## src/rtl/uart_arb_pkg.sv

```systemverilog
// Shared types and constants for the UART transmit arbiter.
// No logic; pure declarations plus one index helper.
// No backpressure.
package uart_arb_pkg;

    localparam int MSG_CNT_W = 4;
    localparam int BYTE_W    = 8;

    // IDLE: no owner; ISSUE: owner may hand over a byte; GUARD: busy-rise
    // window after a strobe; DRAIN: waiting for the serializer to go idle.
    typedef enum logic [1:0] {
        ST_IDLE  = 2'd0,
        ST_ISSUE = 2'd1,
        ST_GUARD = 2'd2,
        ST_DRAIN = 2'd3
    } arb_state_t;

    // (a + b) mod n for a < n and b <= n, avoiding a real divider.
    function automatic int wrap_add(input int a, input int b, input int n);
        int s;
        s = a + b;
        return (s >= n) ? (s - n) : s;
    endfunction

endpackage

```

## src/rtl/uart_tx_arbiter_if.sv

```systemverilog
// Requester byte streams, serializer strobe/busy and status bundled together.
// No logic; wiring only.
// Backpressure is the per-requester ready plus the serializer busy flag.
interface uart_tx_arbiter_if #(
    parameter int N_REQ = 2
);
    import uart_arb_pkg::*;

    logic [N_REQ-1:0]              i_req_valid;
    logic [N_REQ-1:0]              i_req_last;
    logic [N_REQ-1:0][BYTE_W-1:0]  i_req_data;
    logic [N_REQ-1:0]              o_req_ready;
    logic [BYTE_W-1:0]             o_tx_data;
    logic                          o_tx_stb;
    logic                          i_tx_busy;
    logic [N_REQ-1:0]              o_grant;
    logic [MSG_CNT_W-1:0]          o_msg_count;

    // Environment side: requesters and the serializer.
    modport master (
        output i_req_valid, i_req_last, i_req_data, i_tx_busy,
        input  o_req_ready, o_tx_data, o_tx_stb, o_grant, o_msg_count
    );

    // Arbiter side.
    modport slave (
        input  i_req_valid, i_req_last, i_req_data, i_tx_busy,
        output o_req_ready, o_tx_data, o_tx_stb, o_grant, o_msg_count
    );

endinterface

```

## src/rtl/uart_tx_arbiter_rr_pick.sv

```systemverilog
// Round-robin pick: first asserted request at or after ptr, wrapping.
// Latency 0 (purely combinational).
// No backpressure; gnt_vld low when no request is asserted.
module rr_pick
    import uart_arb_pkg::*;
#(
    parameter int N_REQ = 2,
    parameter int PTR_W = 1
) (
    input  logic [N_REQ-1:0] req,
    input  logic [PTR_W-1:0] ptr,
    output logic [N_REQ-1:0] gnt,
    output logic             gnt_vld
);

    // Scan requesters starting at ptr; the first hit wins.
    always_comb begin
        gnt     = '0;
        gnt_vld = 1'b0;
        for (int i = 0; i < N_REQ; i++) begin
            if (!gnt_vld && req[wrap_add(int'(ptr), i, N_REQ)]) begin
                gnt[wrap_add(int'(ptr), i, N_REQ)] = 1'b1;
                gnt_vld                            = 1'b1;
            end
        end
    end

endmodule

```

## src/rtl/uart_tx_arbiter.sv

```systemverilog
// Shares one uart_tx serializer among N_REQ byte streams, round-robin per message.
// Handshake -> o_tx_stb 1 cycle; byte period 2 + GUARD_CYCLES + serializer frame.
// Owner's ready only when serializer idle in ISSUE; others never ready; stalled owner released after LOCK_TIMEOUT.
module uart_tx_arbiter
    import uart_arb_pkg::*;
#(
    parameter int N_REQ        = 2,
    parameter int GUARD_CYCLES = 1,
    parameter int LOCK_TIMEOUT = 255
) (
    input  logic              i_clk,
    input  logic              i_reset,
    uart_tx_arbiter_if.slave  bus
);

    localparam int PTR_W   = (N_REQ > 1) ? $clog2(N_REQ) : 1;
    // A zero-length guard would let DRAIN see a stale idle busy flag.
    localparam int GUARD_N = (GUARD_CYCLES < 1) ? 1 : GUARD_CYCLES;
    localparam int GRD_W   = $clog2(GUARD_N + 1);
    localparam int TO_N    = (LOCK_TIMEOUT < 1) ? 1 : LOCK_TIMEOUT;
    localparam int TO_W    = $clog2(TO_N + 1);

    arb_state_t            state_q,     state_d;
    logic [N_REQ-1:0]      grant_q,     grant_d;
    logic [PTR_W-1:0]      owner_q,     owner_d;
    logic [PTR_W-1:0]      rr_ptr_q,    rr_ptr_d;
    logic                  last_q,      last_d;
    logic                  stb_q,       stb_d;
    logic [BYTE_W-1:0]     data_q,      data_d;
    logic [MSG_CNT_W-1:0]  msg_cnt_q,   msg_cnt_d;
    logic [GRD_W-1:0]      guard_cnt_q, guard_cnt_d;
    logic [TO_W-1:0]       to_cnt_q,    to_cnt_d;

    logic [N_REQ-1:0]      pick_gnt;
    logic                  pick_vld;
    logic [PTR_W-1:0]      pick_idx;
    logic [PTR_W-1:0]      next_ptr;
    logic                  owner_vld;
    logic                  owner_last;
    logic [BYTE_W-1:0]     owner_data;
    logic                  hs;

    rr_pick #(
        .N_REQ (N_REQ),
        .PTR_W (PTR_W)
    ) u_rr_pick (
        .req     (bus.i_req_valid),
        .ptr     (rr_ptr_q),
        .gnt     (pick_gnt),
        .gnt_vld (pick_vld)
    );

    assign owner_vld  = bus.i_req_valid[owner_q];
    assign owner_last = bus.i_req_last[owner_q];
    assign owner_data = bus.i_req_data[owner_q];
    assign hs         = (state_q == ST_ISSUE) && owner_vld && !bus.i_tx_busy;
    assign next_ptr   = PTR_W'(wrap_add(int'(owner_q), 1, N_REQ));

    // Encode the one-hot pick into an index for the owner register.
    always_comb begin
        pick_idx = '0;
        for (int i = 0; i < N_REQ; i++) begin
            if (pick_gnt[i]) begin
                pick_idx = PTR_W'(i);
            end
        end
    end

    // Only the owner may see ready, and only while the serializer is idle.
    always_comb begin
        bus.o_req_ready = '0;
        if (hs) begin
            bus.o_req_ready[owner_q] = 1'b1;
        end
    end

    // Next-state and register updates for the grant/issue/drain cycle.
    always_comb begin
        state_d     = state_q;
        grant_d     = grant_q;
        owner_d     = owner_q;
        rr_ptr_d    = rr_ptr_q;
        last_d      = last_q;
        stb_d       = 1'b0;
        data_d      = data_q;
        msg_cnt_d   = msg_cnt_q;
        guard_cnt_d = guard_cnt_q;
        to_cnt_d    = to_cnt_q;

        case (state_q)
            ST_IDLE: begin
                if (pick_vld) begin
                    grant_d  = pick_gnt;
                    owner_d  = pick_idx;
                    to_cnt_d = '0;
                    state_d  = ST_ISSUE;
                end
            end

            ST_ISSUE: begin
                if (hs) begin
                    stb_d       = 1'b1;
                    data_d      = owner_data;
                    last_d      = owner_last;
                    to_cnt_d    = '0;
                    guard_cnt_d = '0;
                    state_d     = ST_GUARD;
                end else if (!owner_vld) begin
                    // Stalled owner: after TO_N idle cycles give the UART
                    // away without counting the message as completed.
                    if (to_cnt_q == TO_W'(TO_N - 1)) begin
                        grant_d  = '0;
                        rr_ptr_d = next_ptr;
                        to_cnt_d = '0;
                        state_d  = ST_IDLE;
                    end else begin
                        to_cnt_d = to_cnt_q + TO_W'(1);
                    end
                end
            end

            ST_GUARD: begin
                if (guard_cnt_q == GRD_W'(GUARD_N - 1)) begin
                    state_d = ST_DRAIN;
                end else begin
                    guard_cnt_d = guard_cnt_q + GRD_W'(1);
                end
            end

            ST_DRAIN: begin
                if (!bus.i_tx_busy) begin
                    if (last_q) begin
                        msg_cnt_d = msg_cnt_q + MSG_CNT_W'(1);
                        rr_ptr_d  = next_ptr;
                        grant_d   = '0;
                        state_d   = ST_IDLE;
                    end else begin
                        state_d   = ST_ISSUE;
                    end
                end
            end

            default: begin
                state_d = ST_IDLE;
            end
        endcase
    end

    // State and output registers with synchronous active-low reset.
    always_ff @(posedge i_clk) begin
        if (!i_reset) begin
            state_q     <= ST_IDLE;
            grant_q     <= '0;
            owner_q     <= '0;
            rr_ptr_q    <= '0;
            last_q      <= 1'b0;
            stb_q       <= 1'b0;
            data_q      <= '0;
            msg_cnt_q   <= '0;
            guard_cnt_q <= '0;
            to_cnt_q    <= '0;
        end else begin
            state_q     <= state_d;
            grant_q     <= grant_d;
            owner_q     <= owner_d;
            rr_ptr_q    <= rr_ptr_d;
            last_q      <= last_d;
            stb_q       <= stb_d;
            data_q      <= data_d;
            msg_cnt_q   <= msg_cnt_d;
            guard_cnt_q <= guard_cnt_d;
            to_cnt_q    <= to_cnt_d;
        end
    end

    assign bus.o_grant     = grant_q;
    assign bus.o_tx_stb    = stb_q;
    assign bus.o_tx_data   = data_q;
    assign bus.o_msg_count = msg_cnt_q;

endmodule

```

## src/flat_wrapper.sv

```systemverilog
// flat-port wrapper written by rule: the top's interface ports become plain ports
module uart_tx_arbiter_flat import uart_arb_pkg::*;
#(
    parameter int N_REQ        = 2,
    parameter int GUARD_CYCLES = 1,
    parameter int LOCK_TIMEOUT = 255
)
  (i_clk, i_reset, bus_i_req_valid, bus_i_req_last, bus_i_req_data, bus_i_tx_busy, bus_o_req_ready, bus_o_tx_data, bus_o_tx_stb, bus_o_grant, bus_o_msg_count);
  uart_tx_arbiter_if #(.N_REQ(N_REQ)) bus_i ();
  input  logic i_clk;
  input  logic i_reset;
  input wire logic [$bits(bus_i.i_req_valid)-1:0] bus_i_req_valid;
  input wire logic [$bits(bus_i.i_req_last)-1:0] bus_i_req_last;
  input wire logic [$bits(bus_i.i_req_data)-1:0] bus_i_req_data;
  input wire logic [$bits(bus_i.i_tx_busy)-1:0] bus_i_tx_busy;
  output wire logic [$bits(bus_i.o_req_ready)-1:0] bus_o_req_ready;
  output wire logic [$bits(bus_i.o_tx_data)-1:0] bus_o_tx_data;
  output wire logic [$bits(bus_i.o_tx_stb)-1:0] bus_o_tx_stb;
  output wire logic [$bits(bus_i.o_grant)-1:0] bus_o_grant;
  output wire logic [$bits(bus_i.o_msg_count)-1:0] bus_o_msg_count;
  assign bus_i.i_req_valid = bus_i_req_valid;
  assign bus_i.i_req_last = bus_i_req_last;
  assign bus_i.i_req_data = bus_i_req_data;
  assign bus_i.i_tx_busy = bus_i_tx_busy;
  assign bus_o_req_ready = bus_i.o_req_ready;
  assign bus_o_tx_data = bus_i.o_tx_data;
  assign bus_o_tx_stb = bus_i.o_tx_stb;
  assign bus_o_grant = bus_i.o_grant;
  assign bus_o_msg_count = bus_i.o_msg_count;
  uart_tx_arbiter #(.N_REQ(N_REQ), .GUARD_CYCLES(GUARD_CYCLES), .LOCK_TIMEOUT(LOCK_TIMEOUT)) u_core (.i_clk(i_clk), .i_reset(i_reset), .bus(bus_i));
endmodule
```

## config.mk

```make
export PLATFORM = sky130hd
export DESIGN_NAME = uart_tx_arbiter_flat
export DESIGN_NICKNAME = d
export VERILOG_FILES = /design/src/rtl/uart_arb_pkg.sv /design/src/rtl/uart_tx_arbiter_if.sv /design/src/rtl/uart_tx_arbiter_rr_pick.sv /design/src/rtl/uart_tx_arbiter.sv /design/src/flat_wrapper.sv
export SDC_FILE = /design/constraint.sdc
export NUM_CORES = 1
export LEC_CHECK = 0
export CORE_MARGIN = 8
export CORE_UTILIZATION = 50
export DETAILED_ROUTE_END_ITERATION = 7
export GPL_TIMING_DRIVEN = 0
export PLACE_DENSITY = 0.94
export REMOVE_ABC_BUFFERS = 1
export SETUP_SLACK_MARGIN = 0.4
export SYNTH_ARGS = -nofsm -noshare
export SYNTH_HDL_FRONTEND = slang
export SYNTH_SLANG_ARGS = --single-unit
```

## constraint.sdc

```tcl
create_clock -name i_clk -period 3.85 [get_ports i_clk]
set_clock_uncertainty 0.05 [all_clocks]
set_input_delay 0.77 -clock i_clk [delete_from_list [all_inputs] [get_ports i_clk]]
set_output_delay 0.77 -clock i_clk [all_outputs]
set_load 0.02 [all_outputs]
```

* After elaboration in Yosys (flattened, before gate mapping) *
Cells that the tools add are included.
W data, S select, Z words.

word-level totals
  bits in registers = 29
  logic and storage cells = 120
  latch bits = 0
  bits in writable memories = 0
  memories = 0
  bits in read-only memories = 0
  input port bits = 23
  output and inout bits = 17

operators by class
  shift-type cells = 0
  reductions and logical operators = 22
  multiply operators = 0
  mux-type cells = 55
  add/sub/neg operators = 8
  eq/ne operators = 14
  divide/modulo/power cells = 0
  bitwise logic cells = 2
  $lt $le $gt $ge = 9

operator list
  kind                   number
  $ge A32 B1 Y1 const B  2
  $lt A32 B3 Y1 const B  2
  $mux W32               2
  $mux W8                6
  $mux W1                26
  $mux W2                13
  $pmux W8 S2            1
  $ne A2 B2 Y1 const B   5
  $add A8 B1 Y8 const B  1
  $eq A8 B8 Y1 const B   1
  $pmux W2 S4            1
  $reduce_and A2 Y1      4
  $reduce_and A7 Y1      1
  $logic_and A1 B1 Y1    6
  $ne A2 B1 Y1 const B   3
  $pmux W2 S3            1
  $reduce_and A3 Y1      2
  $reduce_and A6 Y1      1
  $reduce_bool A2 Y1     3
  $reduce_and A5 Y1      1
  $add A1 B1 Y2 const B  2
  $add A4 B1 Y4 const B  1
  $eq A2 B2 Y1 const B   2
  $ge A2 B2 Y1 const B   2
  17 further kinds       21

* Longest topological paths before layout *
Gate-level depths: netlist of run 1.

  depth in word-level cells = 11
  gate-level depth with buffers = 6
  mapped depth without buffers = 6

* Hierarchy *
From an unflattened synthesis of run 1, not the netlist that was laid out.

second synthesis, totals
  cells, all modules = 156
  area, all modules = 1497.7 µm²

by module, submodules not included
  module           instances  sequential area each (µm²)  cells each  area each (µm²)
  uart_tx_arbiter  1          560.5                       152         1472.7
  rr_pick          1          0.0                         4           25.0

* Worst setup path before layout of run 1 *
Ideal clock, no wire load.

  kind = input -> output
  start = in bus_i_tx_busy
  end = out bus_o_req_ready[1]
  stages = 4
  buffers on the path = 1
  data required time = 3.030 ns
  path slack = 1.363 ns
  arrival time = 1.667 ns
  cells stage by stage = nand2b_1 -> nor3_1 -> clkbuf_1 -> and2_1

on the way
  cells in the longest elaborated chain, start to end = 3

ends and longest elaborated chain
  what                 line                   RTL
  start, declared      flat_wrapper.sv:15     input wire logic [$bits(bus_i.i_tx_busy)-1:0] bus_i_tx_busy;
  $logic_not A1 Y1     uart_tx_arbiter.sv:56  assign hs = (state_q == ST_ISSUE) && owner_vld && !bus.i_tx_busy;
  $logic_and A1 B1 Y1  uart_tx_arbiter.sv:56
  $mux W2              uart_tx_arbiter.sv:72  if (hs) begin
  end, declared        flat_wrapper.sv:16     output wire logic [$bits(bus_i.o_req_ready)-1:0] bus_o_req_ready;

Every way passes these cells.

* Worst setup path after layout of run 1 *
  start = in bus_i_req_valid[1]
  end = out bus_o_req_ready[1]

on the way
  cells in the longest elaborated chain, start to end = 5

ends and longest elaborated chain
  what                                         line                   RTL
  start, declared                              flat_wrapper.sv:12     input wire logic [$bits(bus_i.i_req_valid)-1:0] bus_i_req_valid;
  $mux W1 (not written as such) (2 in series)  uart_tx_arbiter.sv:53  assign owner_vld = bus.i_req_valid[owner_q];
  $logic_and A1 B1 Y1 (2 in series)            uart_tx_arbiter.sv:56
  $mux W2                                      uart_tx_arbiter.sv:72

Every way passes these cells. The select of a mux whose other input is x is not followed.

==> results.cfg, run 1 <==
[run_status]
status = complete, no violations

[die]
start_util_pct = 51.66
chipHeight_um = 68.92
dieArea_mm2 = 0.004749
fp-row-count = 19
die_x_um = 68.92
io_pins = 40
core_area_mm2 = 0.002710

[yosys]
syn_inst = 159
synth-simple-area-share_pct = 23.68
synth_top_family_by_area = simple AND/OR/NAND/NOR gates
synth_area_mm2 = 0.001400
synthTopCellsByArea = dfxtp_1 40%, mux2i_1 9.3%, a211oi_1 4.8%, nor2_1 4.6%, nor3_1 3.2%
synth-xor-area-share_pct = 1.877
synth_top_cell_by_area = dfxtp_1
synth-adder-area-share_pct = 2.681
ys.flop_type = dfxtp_1
synth_mux_area_share_pct = 10.37
synth_edf_count = 0
postSynth.asyncResetShare_pct = 0
synth_top_area_share_pct = 40.04
avgSynthCellArea_um2 = 8.806
synth-seq-cells = 28
synth_cell_types = 39
ys_warn_count = 0
synth_compound_area_share_pct = 17.61
yosysSeqAreaShare_pct = 40.04

[place]
hpwl_um = 2573
io_buffers = 39
gp_congestion = 0.8132
dpl.cell_count = 220
pre_cts_slack_ns = -0.2940

[worst_setup_path]
crit_arrival_ns = 2.53
required_ns = 3.03
crit_chain = clkdlybuf4s50_1, mux2i_4, nor3_4, and2_1, clkdlybuf4s50_1
worstSetupStartpointType = input pin
cp.buffers_inverters = 2
critical-path-top-delay-family = buffers and inverters
cpPeakStageDelay_ns = 0.63
end_kind = output port
cp_common_cell = clkdlybuf4s50_1
critical_path_class = input pin to output port
cp_max_fo = 7
cpMaxStageDelayCell = clkdlybuf4s50_1

[route]
wire_per_inst_um = 15.84
vias = 1342
drtAntennaViolNets = 0
routed_wl_um = 3580
drc = 0
firstDrtPassIters = 4
drt_iter0_drc = 84
via_per_inst = 5.938

[sta]
tightestPinTransition_ns = 0.7682
rsz0062_at_grt = false
worst_slack_ns = 0.4985
relSlewSlack_pct = 48.71
slew_violations = 0
setup_viol = 0
period_share_pct = 87.05
hold_violations = 0
fin_crit_ns = 3.351
clock.fmax_mhz = 298.4

[power_and_ir_drop]
powerDensity_mw_per_mm2 = 333.3
total_power_mw = 0.6280
p_leak_nw = 0.6713
vdd.ir_drop.worst_v = 0.0002576

[run]
max_cap_viol_count = 0

[clock_network]
cts_root_buffer = clkbuf_4
path_clk_slew_ns = 0.15
cts.path.max_buffers = 2
h-tree-depth = 1
numCtsBuffers = 3
clock_latency_ns = 0.32
cts.sinks = 28
cts_hold_buf = 0
cts_tree = built

[global_routing]
grtUsageTotal_pct = 16.50
grt_pass1_wl_um = 6237
grt_max_degree = 19
gr-max-usage-layer = met2
grt_use_met2_pct = 26.81
grt-ovfl-total = 0
met3_usage_pct = 6.462
grt_pass1_vias = 1397
met1_usage_pct = 19.79
grt_antenna_before_repair = 0

[finish]
area_growth_pct = 34.58
final_common_cell = clkdlybuf4s50_1
diodes = 0
final_cell_mix = 39 x clkdlybuf4s50_1, 28 x dfxtp_1, 17 x nor2_1
fin_cells = 226
utilization_pct = 69.53
nets = 222
final_layout_size_suffix_gt1_share_pct = 7.179

[hold_path]
min_path_type = flip-flop to flip-flop
## kinds of logic after synthesis
kind of cell | Yosys count
mux | 14
xor+xnor | 3
simple gates | 65
buf+inv | 12
compound gates | 34
fa+ha+maj | 3
flops | 28
## cells in the mapped netlist, drive strengths merged (2+ instances only)
| cell | count |
|---|---|
| inv | 2 |
| ha | 3 |
| nor3 | 9 |
| nor3b | 2 |
| a211o | 5 |
| a31o | 2 |
| clkbuf | 8 |
| a211oi | 9 |
| nand2 | 12 |
| nand3 | 6 |
| xor2 | 2 |
| o211ai | 3 |
| nor2 | 17 |
| mux2i | 13 |
| and2 | 3 |
| o21ai | 3 |
| nand2b | 3 |
| nor4 | 4 |
| dfxtp | 28 |
| nand4 | 2 |
| a21oi | 6 |
## power breakdown
group | switching, mW | leakage [nW] | internal, mW
Clock | 0.0886 | 0.0279 | 0.105
Combinational | 0.0553 | 0.416 | 0.0618
Sequential | 0.0160 | 0.227 | 0.301
## path summary, 6_finish.rpt
kind	start	to	cells after the start	slack, ns
worst min-delay path	u_core.bus.o_grant[1]	u_core.bus.o_grant[1]	2	0.44
worst min register to register	u_core.bus.o_grant[1]	u_core.bus.o_grant[1]	2	0.44
worst max-delay path	bus_i_req_valid[1]	bus_o_req_ready[1]	5	0.50
worst max register to register	u_core.owner_q	u_core.to_cnt_q[4]	4	1.55
## registers in the layout (all words and copies together), names as in the netlist, named ones only
signal / cells
u_core.bus.o_grant: 2
u_core.bus.o_msg_count: 4
u_core.bus.o_tx_data: 8
u_core.bus.o_tx_stb: 1
u_core.last_q: 1
u_core.owner_q: 1
u_core.rr_ptr_q: 1
u_core.state_q: 1
u_core.to_cnt_q: 8
## tightest hold or removal path: stages (launching register included)
cell     delay [ns]
dfxtp_1        0.35
nand2_1        0.05
mux2i_1        0.06
## per-stage QoR
step	TNS (ns)	hold WS (ns)	instance area (um^2)
floorplan	0	0.3962	1359
global placement	-0.7734	0.4063	1788
detailed placement	-0.2940	0.4224	1793
CTS	0	0.4420	1873
global route	0	0.4677	1884
finish	0	0.4387	1884
## per-layer routing
metal | up-vias | part of all wire (%) | routed length, um
li1 | 659 | - | -
met1 | 615 | 43 | 1536
met2 | 64 | 47 | 1670
met3 | 4 | 9.6 | 342
met4 | 0 | 0.87 | 31
met5 | - | 0 | 0
## repair_timing
action,CTS,global route
resized for setup,2,2
cloned,1,0
pin swaps,1,0
endpoints found under the setup margin,1,1
buffers inserted,1,0
## cell type report
| class | count | area (um^2) |
|---|---|---|
| clock inverter | 1 | 30.03 |
| timing repair buffer | 40 | 397.9 |
| fill | 197 | 825.8 |
| tap | 31 | 38.79 |
| sequential | 28 | 560.5 |
| inverter | 3 | 11.26 |
| multi-input combinational | 120 | 823.3 |
| clock buffer | 3 | 22.52 |
No activity file was read; power rests on OpenSTA's default activity.
==> inputs of run 2 (changes only) <==
--- a/config.mk
+++ b/config.mk
@@ -8,7 +8,6 @@
 export CORE_MARGIN = 8
 export CORE_UTILIZATION = 50
 export DETAILED_ROUTE_END_ITERATION = 7
-export GPL_TIMING_DRIVEN = 0
 export PLACE_DENSITY = 0.94
 export REMOVE_ABC_BUFFERS = 1
 export SETUP_SLACK_MARGIN = 0.4
==> run 2 against run 1 <==
  * Utilization down 0.92 points
  * Sequential share of layout area up 0.40 points
  * Die area unchanged
  * Count of clock-buffer cells in the layout unchanged
  * Total power down 0.29%
  * Largest cell class unchanged
  * Largest power group unchanged
==> results.cfg, run 2 (synthesized netlist as in run 1, its figures left out) <==
[run_status]
status = complete, no violations

[route]
wire_per_inst_um = 16.08
routed_wl_um = 3619
firstDrtPassIters = 4
drtAntennaViolNets = 0
vias = 1335
drc = 0
via_per_inst = 5.933
drt_iter0_drc = 103

[sta]
tightestPinTransition_ns = 0.7508
clock.fmax_mhz = 301.5
period_share_pct = 86.15
relSlewSlack_pct = 49.88
slew_violations = 0
rsz0062_at_grt = false
hold_violations = 0
fin_crit_ns = 3.317
fin_tns_setup_ns = 0
setup_viol = 0

[finish]
final_layout_size_suffix_gt1_share_pct = 6.186
final_common_cell = clkdlybuf4s50_1
final_cell_mix = 38 x clkdlybuf4s50_1, 28 x dfxtp_1, 17 x nor2_1
nets = 221
diodes = 0
area_growth_pct = 32.80
fin_cells = 225

[clock_network]
numCtsBuffers = 3
cts.path.max_buffers = 2
h-tree-depth = 1
cts_root_buffer = clkbuf_4
cts_setup_buffers = 0
clock_latency_ns = 0.34
cts_hold_buf = 0
path_clk_slew_ns = 0.15
cts_tree = built
cts.sinks = 28

[global_routing]
grt_pass1_wl_um = 5920
grt_pass1_vias = 1305
grt_antenna_before_repair = 0
grt-ovfl-total = 0
grt_max_degree = 20
grtUsageTotal_pct = 16.46

[place]
io_buffers = 39
gp_congestion = 0.8457
dpl.cell_count = 221
hpwl_um = 2730

[die]
die_x_um = 68.92
core_area_mm2 = 0.002710
fp-row-count = 19
dieArea_mm2 = 0.004749
start_util_pct = 51.66
chipHeight_um = 68.92
io_pins = 40

[worst_setup_path]
critical_path_class = input pin to output port
required_ns = 3.03
crit_arrival_ns = 2.50
end_kind = output port
worstSetupStartpointType = input pin
cp_max_fo = 6

[power_and_ir_drop]
vdd.ir_drop.worst_v = 0.0002417
p_leak_nw = 0.6790
powerDensity_mw_per_mm2 = 336.8
total_power_mw = 0.6262

[hold_path]
min_path_type = flip-flop to flip-flop

[run]
max_cap_viol_count = 0
[run 2: layer usage]
metal | wire (um) | vias to the layer above | GRT usage, % | share of wire [%]
li1 | - | 663 | - | -
met1 | 1405 | 612 | 16.93 | 39
met2 | 1741 | 55 | 27.39 | 48
met3 | 416 | 5 | 8.885 | 11
met4 | 55 | 0 | 6.767 | 1.5
met5 | 0 | - | 0 | 0
[run 2: final cells by class]
type | count | area [um^2]
Clock inverter | 1 | 30.03
Clock buffer | 3 | 22.52
Tap cell | 31 | 38.79
Inverter | 3 | 11.26
Fill cell | 215 | 850.8
Sequential cell | 28 | 560.5
Timing Repair Buffer | 40 | 400.4
Multi-Input combinational cell | 119 | 795.8
[run 2: timing repair]
action	4_1_cts	5_1_grt
resized for setup	0	2
endpoints found under the setup margin	0	2
endpoints found under the hold margin	0	0
[run 2: path summary, 6_finish.rpt]
check,startpoint,endpoint,slack (ns),cells after the start
worst max-delay path,bus_i_req_valid[0],bus_o_req_ready[1],0.53,5
worst min-delay path,u_core.bus.o_grant[1],u_core.bus.o_grant[1],0.46,2
worst max register to register,u_core.owner_q,u_core.to_cnt_q[5],1.58,4
worst min register to register,u_core.bus.o_grant[1],u_core.bus.o_grant[1],0.46,2
[run 2: worst max-delay path, cell delays in order]
cell and delay (ns):
clkdlybuf4s50_1 0.57, mux2i_2 0.17, nor3_2 0.22, and2_1 0.15, clkdlybuf4s50_1 0.61
[run 2: report_power, final]
group,internal [mW],switching (mW),leakage [nW],total (mW)
registers,0.301,0.0153,0.227,0.316
logic,0.0599,0.0526,0.424,0.113
clock network,0.105,0.0919,0.0279,0.197
[run 2: metrics by stage]
stage	utilization (%)	hold WS (ns)	worst slack [ns]	area, um^2
floorplan	-	0.3962	0.6259	1359
global placement	66.44	0.4138	0.4881	1800
detailed placement	66.44	0.4255	0.4389	1800
CTS	68.37	0.4622	0.4316	1853
global route	68.61	0.4832	0.4576	1859
finish	68.61	0.4599	0.5333	1859
==> inputs of run 3 (changes only) <==
--- a/config.mk
+++ b/config.mk
@@ -5,9 +5,9 @@
 export SDC_FILE = /design/constraint.sdc
 export NUM_CORES = 1
 export LEC_CHECK = 0
-export CORE_MARGIN = 8
 export CORE_UTILIZATION = 50
 export DETAILED_ROUTE_END_ITERATION = 7
+export MAX_ROUTING_LAYER = met4
 export PLACE_DENSITY = 0.94
 export REMOVE_ABC_BUFFERS = 1
 export SETUP_SLACK_MARGIN = 0.4
==> run 3 against run 2 <==
  * Final area barely moved
  * Sequential power is essentially flat
  * Total power fell by 0.67%
  * Global-route usage increased by 8.2 points
  * Critical endpoint unchanged
  * Largest cell class unchanged
  * Largest power group unchanged
==> results.cfg, run 3 (synthesized netlist as in run 1, its figures left out) <==
[run_status]
status = complete, no violations

[clock_network]
h-tree-depth = 1
numCtsBuffers = 3
cts_hold_buf = 0
cts_root_buffer = clkbuf_4
cts.path.max_buffers = 2
path_clk_slew_ns = 0.16
clock_latency_ns = 0.34
cts.sinks = 28
cts_setup_buffers = 0
cts_tree = built

[die]
start_util_pct = 54.53
fp-row-count = 18
die_x_um = 54.92
dieArea_mm2 = 0.003016
core_area_mm2 = 0.002567
chipHeight_um = 54.92
io_pins = 40

[sta]
hold_slack_ns = 0.4466
setup_viol = 0
fin_tns_setup_ns = 0
hold_violations = 0
worst_slack_ns = 0.5190
period_share_pct = 86.52
relSlewSlack_pct = 51.36
slew_violations = 0
rsz0062_at_grt = false
clock.fmax_mhz = 300.2
fin_crit_ns = 3.331
tightestPinTransition_ns = 0.7286

[worst_setup_path]
worstSetupStartpointType = input pin
end_kind = output port
crit_arrival_ns = 2.51
critical_path_class = input pin to output port
r2r_cells = 4
required_ns = 3.03
cp_max_fo = 6

[finish]
final_common_cell = clkdlybuf4s50_1
final_layout_size_suffix_gt1_share_pct = 6.186
nFillCells = 196
nets = 221
multiInputGateArea_um2 = 795.8
final_cell_area_mm2 = 0.001858
final_cell_mix = 38 x clkdlybuf4s50_1, 28 x dfxtp_1, 17 x nor2_1
area_growth_pct = 32.71
final-seq-area_um2 = 560.5
diodes = 0

[power_and_ir_drop]
combPwrFrac_pct = 17.9
vdd.ir_drop.worst_v = 0.0003273
share_seq_of_total_power_pct = 50.8
switchingPower_mw = 0.1555
powerDensity_mw_per_mm2 = 334.8
intPower_mw = 0.4665
p_leak_nw = 0.6790
share_clk_of_total_power_pct = 31.3
sw_frac_of_total_pct = 25.00

[global_routing]
grt-ovfl-total = 0
grt_max_degree = 20
grt_pass1_wl_um = 5168
grt_pass1_vias = 1253
grtUsageTotal_pct = 24.63
grt_antenna_before_repair = 0

[route]
via_per_inst = 6.009
firstDrtPassIters = 4
routed_wl_um = 3267
drt_iter0_drc = 8
wire_per_inst_um = 14.58
vias = 1346
drtAntennaViolNets = 0
drc = 0

[place]
gp_congestion = 0.8468
pre_cts_slack_ns = 0.4592
placed_area_mm2 = 0.001799
io_buffers = 39
hpwl_um = 2402

[hold_path]
min_path_type = flip-flop to flip-flop
worstHoldPathCells = 2

[run]
max_cap_viol_count = 0
-- run 3: cell counts in the layout (fill, tap and decap cells not counted) --
Identical to the previous run, type by type.
-- run 3: layout make-up --
type / instances / share of cell area, %
Clock buffer: 3 / 1.212
Inverter: 3 / 0.6061
Multi-Input combinational cell: 119 / 42.83
Clock inverter: 1 / 1.616
Sequential cell: 28 / 30.17
Tap cell: 30 / 2.020
Timing Repair Buffer: 40 / 21.55
-- run 3: worst paths after layout --
kind / startpoint / endpoint / slack (ns)
min: u_core.bus.o_grant[1] / u_core.bus.o_grant[1] / 0.45
max reg2reg: u_core.owner_q / u_core.to_cnt_q[3] / 1.59
min reg2reg: u_core.bus.o_grant[1] / u_core.bus.o_grant[1] / 0.45
max: bus_i_req_valid[0] / bus_o_req_ready[1] / 0.52
-- run 3: layer usage --
layer,up-vias,wire (um),global-route usage (%)
li1,654,-,-
met1,627,1420,26.30
met2,59,1648,44.38
met3,6,152,3.279
met4,0,45,12.08
met5,-,0,-
-- run 3: timing repair --
item	in CTS	in global routing
setup endpoints to repair	0	2
resized for setup	0	2
hold endpoints to repair	0	0
-- run 3: critical path: stages --
cell	delay (ns)
clkdlybuf4s50_1	0.59
mux2i_2	0.17
nor3_2	0.22
and2_1	0.15
clkdlybuf4s50_1	0.61
-- run 3: power groups by stage --
stage	Clock [mW]	Combinational, mW	Sequential (mW)
2_1_floorplan	0	0.0495	0.327
3_3_place_gp	0	0.106	0.321
3_5_place_dp	0	0.111	0.322
4_1_cts	0.199	0.111	0.316
5_1_grt	0.209	0.120	0.318
6_report	0.195	0.111	0.316
-- run 3: through the flow --
stage          util [%]  power [mW]  instances
5_1_grt           72.37      0.6471        224
3_3_place_gp      70.08      0.4269        220
4_1_cts           72.12      0.6254        224
2_1_floorplan         -      0.3769        150
6_report          72.37      0.6220        224
3_5_place_dp      70.08      0.4321        220
